===== src/rtl/dll_pkg.sv =====
// Shared types for the DLL transmit arbiter: DLCM link states,
// arbiter FSM states and default widths.
package dll_pkg;

    typedef enum logic [1:0] {
        DLCM_INACTIVE = 2'b00,
        DLCM_INIT     = 2'b01,
        DLCM_ACTIVE   = 2'b10,
        DLCM_RSVD     = 2'b11
    } dlcm_state_e;

    typedef enum logic {
        TX_IDLE     = 1'b0,
        TX_TLP_BUSY = 1'b1
    } txarb_state_e;

    localparam int TXARB_DATA_W   = 256;
    localparam int TXARB_STAT_W   = 16;
    localparam int TXARB_STREAK_M = 4;

endpackage


===== src/rtl/dll_tx_arbiter_if.sv =====
// Bundle of TLP/DLLP input streams, PIPE TX output and statistics.
// slave: the arbiter side; master: the upstream/PIPE side.
interface dll_tx_arbiter_if #(
    parameter int W      = 256,
    parameter int STAT_W = 16
);
    logic [1:0]        dlcm_state_i;
    logic              tlp_valid_i;
    logic [W-1:0]      tlp_data_i;
    logic              tlp_sop_i;
    logic              tlp_eop_i;
    logic              tlp_ready_o;
    logic              dllp_valid_i;
    logic [W-1:0]      dllp_data_i;
    logic              dllp_ready_o;
    logic              pipe_tx_ready_i;
    logic [W-1:0]      pipe_txdata_o;
    logic              pipe_txvalid_o;
    logic [STAT_W-1:0] tlp_pkt_cnt_o;
    logic [STAT_W-1:0] dllp_pkt_cnt_o;

    modport slave (
        input  dlcm_state_i,
        input  tlp_valid_i, tlp_data_i, tlp_sop_i, tlp_eop_i,
        output tlp_ready_o,
        input  dllp_valid_i, dllp_data_i,
        output dllp_ready_o,
        input  pipe_tx_ready_i,
        output pipe_txdata_o, pipe_txvalid_o,
        output tlp_pkt_cnt_o, dllp_pkt_cnt_o
    );

    modport master (
        output dlcm_state_i,
        output tlp_valid_i, tlp_data_i, tlp_sop_i, tlp_eop_i,
        input  tlp_ready_o,
        output dllp_valid_i, dllp_data_i,
        input  dllp_ready_o,
        output pipe_tx_ready_i,
        input  pipe_txdata_o, pipe_txvalid_o,
        input  tlp_pkt_cnt_o, dllp_pkt_cnt_o
    );
endinterface


===== src/rtl/dll_tx_out_stage.sv =====
// Single-entry valid/ready register slice driving the PIPE TX beat.
// A new beat may load whenever the slot is empty or being consumed.
module dll_tx_out_stage #(
    parameter int W = 256
) (
    input  logic         clk,
    input  logic         rst,
    input  logic         in_valid,
    input  logic [W-1:0] in_data,
    input  logic         out_ready,
    output logic         slot_free,
    output logic         out_valid,
    output logic [W-1:0] out_data
);
    logic         valid_q, valid_d;
    logic [W-1:0] data_q, data_d;

    // Load a granted beat into a free slot; otherwise hold the stalled beat.
    always_comb begin
        slot_free = ~valid_q | out_ready;
        valid_d   = valid_q;
        data_d    = data_q;
        if (slot_free) begin
            valid_d = in_valid;
            if (in_valid) begin
                data_d = in_data;
            end
        end
    end

    // Output register, cleared by asynchronous reset.
    always_ff @(posedge clk or posedge rst) begin
        if (rst) begin
            valid_q <= 1'b0;
            data_q  <= '0;
        end else begin
            valid_q <= valid_d;
            data_q  <= data_d;
        end
    end

    assign out_valid = valid_q;
    assign out_data  = data_q;
endmodule


===== src/rtl/dll_tx_arbiter.sv =====
// DLL TX arbiter: shares the PIPE TX path between TLPs and DLLPs at TLP
// boundaries. Optional macro TXARB_FAIRNESS_EN bounds DLLP streaks.
module dll_tx_arbiter
    import dll_pkg::*;
#(
    parameter int PIPE_DATA_WIDTH = 256,
    parameter int DLLP_STREAK_MAX = 4,
    parameter int STAT_W          = 16
) (
    input logic             sclk,
    input logic             srst,
    dll_tx_arbiter_if.slave bus
);
    if (DLLP_STREAK_MAX < 1) begin : g_bad_streak
        $error("DLLP_STREAK_MAX must be at least 1");
    end

    txarb_state_e          state_q, state_d;
    logic [STAT_W-1:0]     tlp_cnt_q, tlp_cnt_d;
    logic [STAT_W-1:0]     dllp_cnt_q, dllp_cnt_d;
    dlcm_state_e           dlcm;
    logic                  link_active, link_up;
    logic                  slot_free;
    logic                  tlp_elig, dllp_elig;
    logic                  grant_tlp, grant_dllp;
    logic                  out_valid_in;
    logic [PIPE_DATA_WIDTH-1:0] out_data_in;

`ifdef TXARB_FAIRNESS_EN
    localparam int SW = $clog2(DLLP_STREAK_MAX + 1);
    logic [SW-1:0] streak_q, streak_d;
    logic          streak_at_max;
    assign streak_at_max = (streak_q == SW'(DLLP_STREAK_MAX));
`endif

    // Link gating and eligibility at a TLP boundary (IDLE only).
    always_comb begin
        dlcm        = dlcm_state_e'(bus.dlcm_state_i);
        link_active = (dlcm == DLCM_ACTIVE);
        link_up     = link_active | (dlcm == DLCM_INIT);
        dllp_elig   = bus.dllp_valid_i & link_up & (state_q == TX_IDLE);
        tlp_elig    = bus.tlp_valid_i & bus.tlp_sop_i & link_active
                      & (state_q == TX_IDLE);
    end

    // Grant selection: DLLPs only between TLPs, never when the slot is full.
    always_comb begin
        grant_tlp  = 1'b0;
        grant_dllp = 1'b0;
        if (slot_free && !srst) begin
            case (state_q)
                TX_IDLE: begin
`ifdef TXARB_FAIRNESS_EN
                    if (tlp_elig && (!dllp_elig || streak_at_max)) begin
                        grant_tlp = 1'b1;
                    end else if (dllp_elig) begin
                        grant_dllp = 1'b1;
                    end
`else
                    if (dllp_elig) begin
                        grant_dllp = 1'b1;
                    end else if (tlp_elig) begin
                        grant_tlp = 1'b1;
                    end
`endif
                end
                TX_TLP_BUSY: grant_tlp = bus.tlp_valid_i;
                default: ;
            endcase
        end
    end

    assign bus.tlp_ready_o  = grant_tlp;
    assign bus.dllp_ready_o = grant_dllp;

    // Next-state, statistics and output-slice load computation.
    always_comb begin
        state_d    = state_q;
        tlp_cnt_d  = tlp_cnt_q;
        dllp_cnt_d = dllp_cnt_q;
        if (grant_tlp) begin
            if (bus.tlp_eop_i) begin
                state_d   = TX_IDLE;
                tlp_cnt_d = tlp_cnt_q + 1'b1;
            end else begin
                state_d = TX_TLP_BUSY;
            end
        end
        if (grant_dllp) begin
            dllp_cnt_d = dllp_cnt_q + 1'b1;
        end
        out_valid_in = grant_tlp | grant_dllp;
        out_data_in  = grant_dllp ? bus.dllp_data_i : bus.tlp_data_i;
    end

`ifdef TXARB_FAIRNESS_EN
    // Count DLLP wins while a TLP waits; clear once the TLP goes or leaves.
    always_comb begin
        streak_d = streak_q;
        if (state_q == TX_IDLE) begin
            if (!tlp_elig || grant_tlp) begin
                streak_d = '0;
            end else if (grant_dllp) begin
                streak_d = streak_q + 1'b1;
            end
        end
    end

    // Streak register.
    always_ff @(posedge sclk or posedge srst) begin
        if (srst) begin
            streak_q <= '0;
        end else begin
            streak_q <= streak_d;
        end
    end
`endif

    // FSM state and wrapping packet counters.
    always_ff @(posedge sclk or posedge srst) begin
        if (srst) begin
            state_q    <= TX_IDLE;
            tlp_cnt_q  <= '0;
            dllp_cnt_q <= '0;
        end else begin
            state_q    <= state_d;
            tlp_cnt_q  <= tlp_cnt_d;
            dllp_cnt_q <= dllp_cnt_d;
        end
    end

    assign bus.tlp_pkt_cnt_o  = tlp_cnt_q;
    assign bus.dllp_pkt_cnt_o = dllp_cnt_q;

    dll_tx_out_stage #(
        .W(PIPE_DATA_WIDTH)
    ) u_out (
        .clk      (sclk),
        .rst      (srst),
        .in_valid (out_valid_in),
        .in_data  (out_data_in),
        .out_ready(bus.pipe_tx_ready_i),
        .slot_free(slot_free),
        .out_valid(bus.pipe_txvalid_o),
        .out_data (bus.pipe_txdata_o)
    );
endmodule


===== src/flat_wrapper.sv =====
// flat-port wrapper written by rule: the top's interface ports become plain ports
module dll_tx_arbiter_flat import dll_pkg::*;
#(
    parameter int PIPE_DATA_WIDTH = 256,
    parameter int DLLP_STREAK_MAX = 4,
    parameter int STAT_W          = 16
)
  (sclk, srst, bus_dlcm_state_i, bus_tlp_valid_i, bus_tlp_data_i, bus_tlp_sop_i, bus_tlp_eop_i, bus_tlp_ready_o, bus_dllp_valid_i, bus_dllp_data_i, bus_dllp_ready_o, bus_pipe_tx_ready_i, bus_pipe_txdata_o, bus_pipe_txvalid_o, bus_tlp_pkt_cnt_o, bus_dllp_pkt_cnt_o);
  dll_tx_arbiter_if #(.W((256)), .STAT_W(STAT_W)) bus_i ();
  input logic sclk;
  input logic srst;
  input wire logic [$bits(bus_i.dlcm_state_i)-1:0] bus_dlcm_state_i;
  input wire logic [$bits(bus_i.tlp_valid_i)-1:0] bus_tlp_valid_i;
  input wire logic [$bits(bus_i.tlp_data_i)-1:0] bus_tlp_data_i;
  input wire logic [$bits(bus_i.tlp_sop_i)-1:0] bus_tlp_sop_i;
  input wire logic [$bits(bus_i.tlp_eop_i)-1:0] bus_tlp_eop_i;
  output wire logic [$bits(bus_i.tlp_ready_o)-1:0] bus_tlp_ready_o;
  input wire logic [$bits(bus_i.dllp_valid_i)-1:0] bus_dllp_valid_i;
  input wire logic [$bits(bus_i.dllp_data_i)-1:0] bus_dllp_data_i;
  output wire logic [$bits(bus_i.dllp_ready_o)-1:0] bus_dllp_ready_o;
  input wire logic [$bits(bus_i.pipe_tx_ready_i)-1:0] bus_pipe_tx_ready_i;
  output wire logic [$bits(bus_i.pipe_txdata_o)-1:0] bus_pipe_txdata_o;
  output wire logic [$bits(bus_i.pipe_txvalid_o)-1:0] bus_pipe_txvalid_o;
  output wire logic [$bits(bus_i.tlp_pkt_cnt_o)-1:0] bus_tlp_pkt_cnt_o;
  output wire logic [$bits(bus_i.dllp_pkt_cnt_o)-1:0] bus_dllp_pkt_cnt_o;
  assign bus_i.dlcm_state_i = bus_dlcm_state_i;
  assign bus_i.tlp_valid_i = bus_tlp_valid_i;
  assign bus_i.tlp_data_i = bus_tlp_data_i;
  assign bus_i.tlp_sop_i = bus_tlp_sop_i;
  assign bus_i.tlp_eop_i = bus_tlp_eop_i;
  assign bus_tlp_ready_o = bus_i.tlp_ready_o;
  assign bus_i.dllp_valid_i = bus_dllp_valid_i;
  assign bus_i.dllp_data_i = bus_dllp_data_i;
  assign bus_dllp_ready_o = bus_i.dllp_ready_o;
  assign bus_i.pipe_tx_ready_i = bus_pipe_tx_ready_i;
  assign bus_pipe_txdata_o = bus_i.pipe_txdata_o;
  assign bus_pipe_txvalid_o = bus_i.pipe_txvalid_o;
  assign bus_tlp_pkt_cnt_o = bus_i.tlp_pkt_cnt_o;
  assign bus_dllp_pkt_cnt_o = bus_i.dllp_pkt_cnt_o;
  dll_tx_arbiter #(.PIPE_DATA_WIDTH(PIPE_DATA_WIDTH), .DLLP_STREAK_MAX(DLLP_STREAK_MAX), .STAT_W(STAT_W)) u_core (.sclk(sclk), .srst(srst), .bus(bus_i));
endmodule

===== config.mk =====
export PLATFORM = sky130hd
export DESIGN_NAME = dll_tx_arbiter_flat
export DESIGN_NICKNAME = d
export VERILOG_FILES = /design/src/rtl/dll_pkg.sv /design/src/rtl/dll_tx_arbiter_if.sv /design/src/rtl/dll_tx_out_stage.sv /design/src/rtl/dll_tx_arbiter.sv /design/src/flat_wrapper.sv
export SDC_FILE = /design/constraint.sdc
export NUM_CORES = 1
export LEC_CHECK = 0
export ABC_AREA = 1
export CAP_MARGIN = 20
export CORE_AREA = 2 2 317 319
export DETAILED_ROUTE_END_ITERATION = 8
export DIE_AREA = 0 0 319 321
export DONT_BUFFER_PORTS = 1
export PLACE_DENSITY = 0.39
export SLEW_MARGIN = 5
export SYNTH_ARGS = -nofsm -noshare
export SYNTH_HDL_FRONTEND = slang
export SYNTH_HIERARCHICAL = 1
export SYNTH_SLANG_ARGS = --single-unit

===== constraint.sdc =====
create_clock -name sclk -period 12.2 [get_ports sclk]
set_clock_uncertainty 0.2 [all_clocks]
set_input_delay 3.66 -clock sclk [delete_from_list [all_inputs] [get_ports sclk]]
set_output_delay 3.66 -clock sclk [all_outputs]
set_load 0.02 [all_outputs]

==> flow_summary.json <==
{
  "cap_violations": 0,
  "drt-initial-drc-count": 917,
  "wirelength_um": 63400,
  "cts.repair.resized": 0,
  "path_clk_slew_ns": 0.06,
  "die-width_um": 319,
  "grt-ovfl-total": 0,
  "hp-class": "flop to flop",
  "outcome": "complete, no violations",
  "synth_cell_types": 25,
  "initial_utilization": 0.154,
  "design.portCount": 812,
  "cp-start-kind": "primary input",
  "tritoncts_clock_tree": "yes",
  "syn2layout_area_growth_pct": 15.0,
  "syn_nets": 2735,
  "drtPass1Iterations": 5,
  "layout.filler_cells": 11400,
  "layout.cells.most_common": "nand2_1",
  "multiInputGateArea_um2": 7100,
  "finalWorstPathRequiredPeriod_ns": 8.75,
  "dp_hpwl_um": 46200,
  "final_layout_setup_total_negative_slack_ns": 0,
  "power.leakage_nw": 9.20,
  "max-clock-path-buffers": 3,
  "grt_start_max_net_pins": 111,
  "ctsHoldBuffers": 0,
  "hold_viol_final": 0,
  "cts_post_setup_buffers_inserted": 0,
  "routedWlPerCell_um": 18.4,
  "route.detailed.drc": 0,
  "post-layout-total-power_w": 0.00431,
  "crit_fanout": 34,
  "via_count": 13600,
  "vdd_drop_max_mv": 0.0794,
  "dieArea_um2": 102000,
  "globalplace.congestion": 0.785,
  "grt_pass1_wl_um": 90600,
  "drt.antenna.violating_nets": 0,
  "final.period_utilization": 0.717,
  "cts_inserted_buffers": 39,
  "ctsRootBufferMaster": "clkbuf_16",
  "timing.critical_path.arrival_ns": 4.89,
  "timing_limited_maximum_frequency_ghz": 0.114,
  "final-seq-area_um2": 7260,
  "post_route_cells_drive_above_1_share": 0.0404,
  "max_slew.worst_pin.slew_ns": 1.18,
  "fin_nets": 2646,
  "dieHeight_um": 321,
  "post_synth_inst_count": 2211,
  "syn_area_per_cell_um2": 6.90,
  "post_synth_instance_area_um2": 15200,
  "setup_repair_after_global_routing_missed_its_margin": "false",
  "cts_max_level": 2,
  "clock_insertion_delay_worst_skew_ns": 0.57,
  "fin_area_um2": 17500,
  "worst_ep_required_time_ns": 8.34,
  "postPlaceCellArea_um2": 16200,
  "antenna_found_initial": 5,
  "postSynthRegisterBits": 290,
  "slew_viols_final": 0,
  "power.density_nw_per_um2": 245,
  "ys_warn_count": 6,
  "slew_headroom": 0.213,
  "crit_path_end_kind": "output pin",
  "viasPerCell": 3.94,
  "setup_viol_count_final": 0,
  "ys_seq_area_frac": 0.476,
  "mostFrequentLayoutCells": "nand2_1 (1397), dfrtp_1 (290), nand3_1 (268)",
  "core_area_um2": 99300,
  "groute.usage.overall": 0.117,
  "grt_pass1_vias": 13400,
  "critPathKind": "primary input to output pin",
  "clkSinkCount": 290,
  "core.rowCount": 116,
  "portBuffers": 0
}
report_power, final:
part,switching (W),leakage [nW],internal [W]
Sequential,0.000909,3.63,0.00137
Combinational,0.000589,4.95,0.000263
Clock,0.000469,0.626,0.000706
Total,0.00197,9.20,0.00234
layer usage:
metal	routed length (um)	vias to the layer above	track usage
li1	-	6661	-
met1	24300	6259	0.132
met2	31100	585	0.204
met3	5710	92	0.0398
met4	2170	4	0.0464
met5	27	-	0
worst max-delay path, cell delays in order:
cell and delay (ns):
inv_2 0.53, nand2_1 0.23, inv_1 0.13, nand2_1 0.14, inv_1 0.19
metrics by stage:
| stage | instances | setup WS [ns] | utilization | hold WS, ns |
|---|---|---|---|---|
| 2_1_floorplan | 2211 | 1.27 | - | 0.322 |
| 3_3_place_gp | 3379 | 3.31 | 0.164 | 0.360 |
| 3_5_place_dp | 3379 | 3.34 | 0.164 | 0.356 |
| 4_1_cts | 3451 | 3.33 | 0.177 | 0.365 |
| 5_1_grt | 3452 | 3.24 | 0.177 | 0.407 |
| 6_report | 3453 | 3.45 | 0.177 | 0.362 |
path summary, 6_finish.rpt:
kind | start | cells after the start | end | slack [ns]
max | srst | 5 | bus_tlp_ready_o | 3.45
min | u_core/state_q | 2 | u_core/state_q | 0.36
max reg2reg | u_core/u_out/out_valid | 10 | u_core/u_out/out_data[216] | 7.02
min reg2reg | u_core/state_q | 2 | u_core/state_q | 0.36
max in group asynchronous | srst | 2 | u_core/u_out/out_data[81] | 7.53
min in group asynchronous | srst | 1 | u_core/u_out/out_data[130] | 2.81
area by class of cell:
type,count,share of cell area
Timing Repair Buffer,16,0.00756
Inverter,32,0.00770
Antenna cell,2,0.000285
Clock inverter,12,0.00884
Tap cell,1298,0.0926
Clock buffer,60,0.0647
Sequential cell,290,0.414
Multi-Input combinational cell,1743,0.405
Yosys cell counts (all sizes together):
library cell  number  area (um2)
nand4              8        50.1
nor2              30         123
buf              138         768
ha                 3        37.5
xnor2             10        87.6
xor2               7        61.3
o21ai             10        50.0
dfrtp            290        7260
a21oi              1        5.00
nand3b             3        22.5
nor3               2        15.0
clkbuf             8        30.0
inv               32         120
nand2           1400        5270
nand3            269        1350
cells by family (layout without fill, tap and decap cells):
group / count (synthesis) / after routing / share of synthesized area
compound gates: 11 / 11 / 0.00361
buf+inv: 178 / 120 / 0.0602
xor+xnor: 17 / 17 / 0.00976
other cells: 0 / 2 / 0
fa+ha+maj: 3 / 3 / 0.00246
flops: 290 / 290 / 0.476
simple gates: 1712 / 1712 / 0.448
registers in the layout, summed over array words and instances (netlist names):
signal,cells
u_core/u_out/out_valid,1
u_core/bus.dllp_pkt_cnt_o,16
u_core/u_out/out_data,256
u_core/state_q,1
u_core/bus.tlp_pkt_cnt_o,16
No activity file was read; power rests on OpenSTA's default activity.
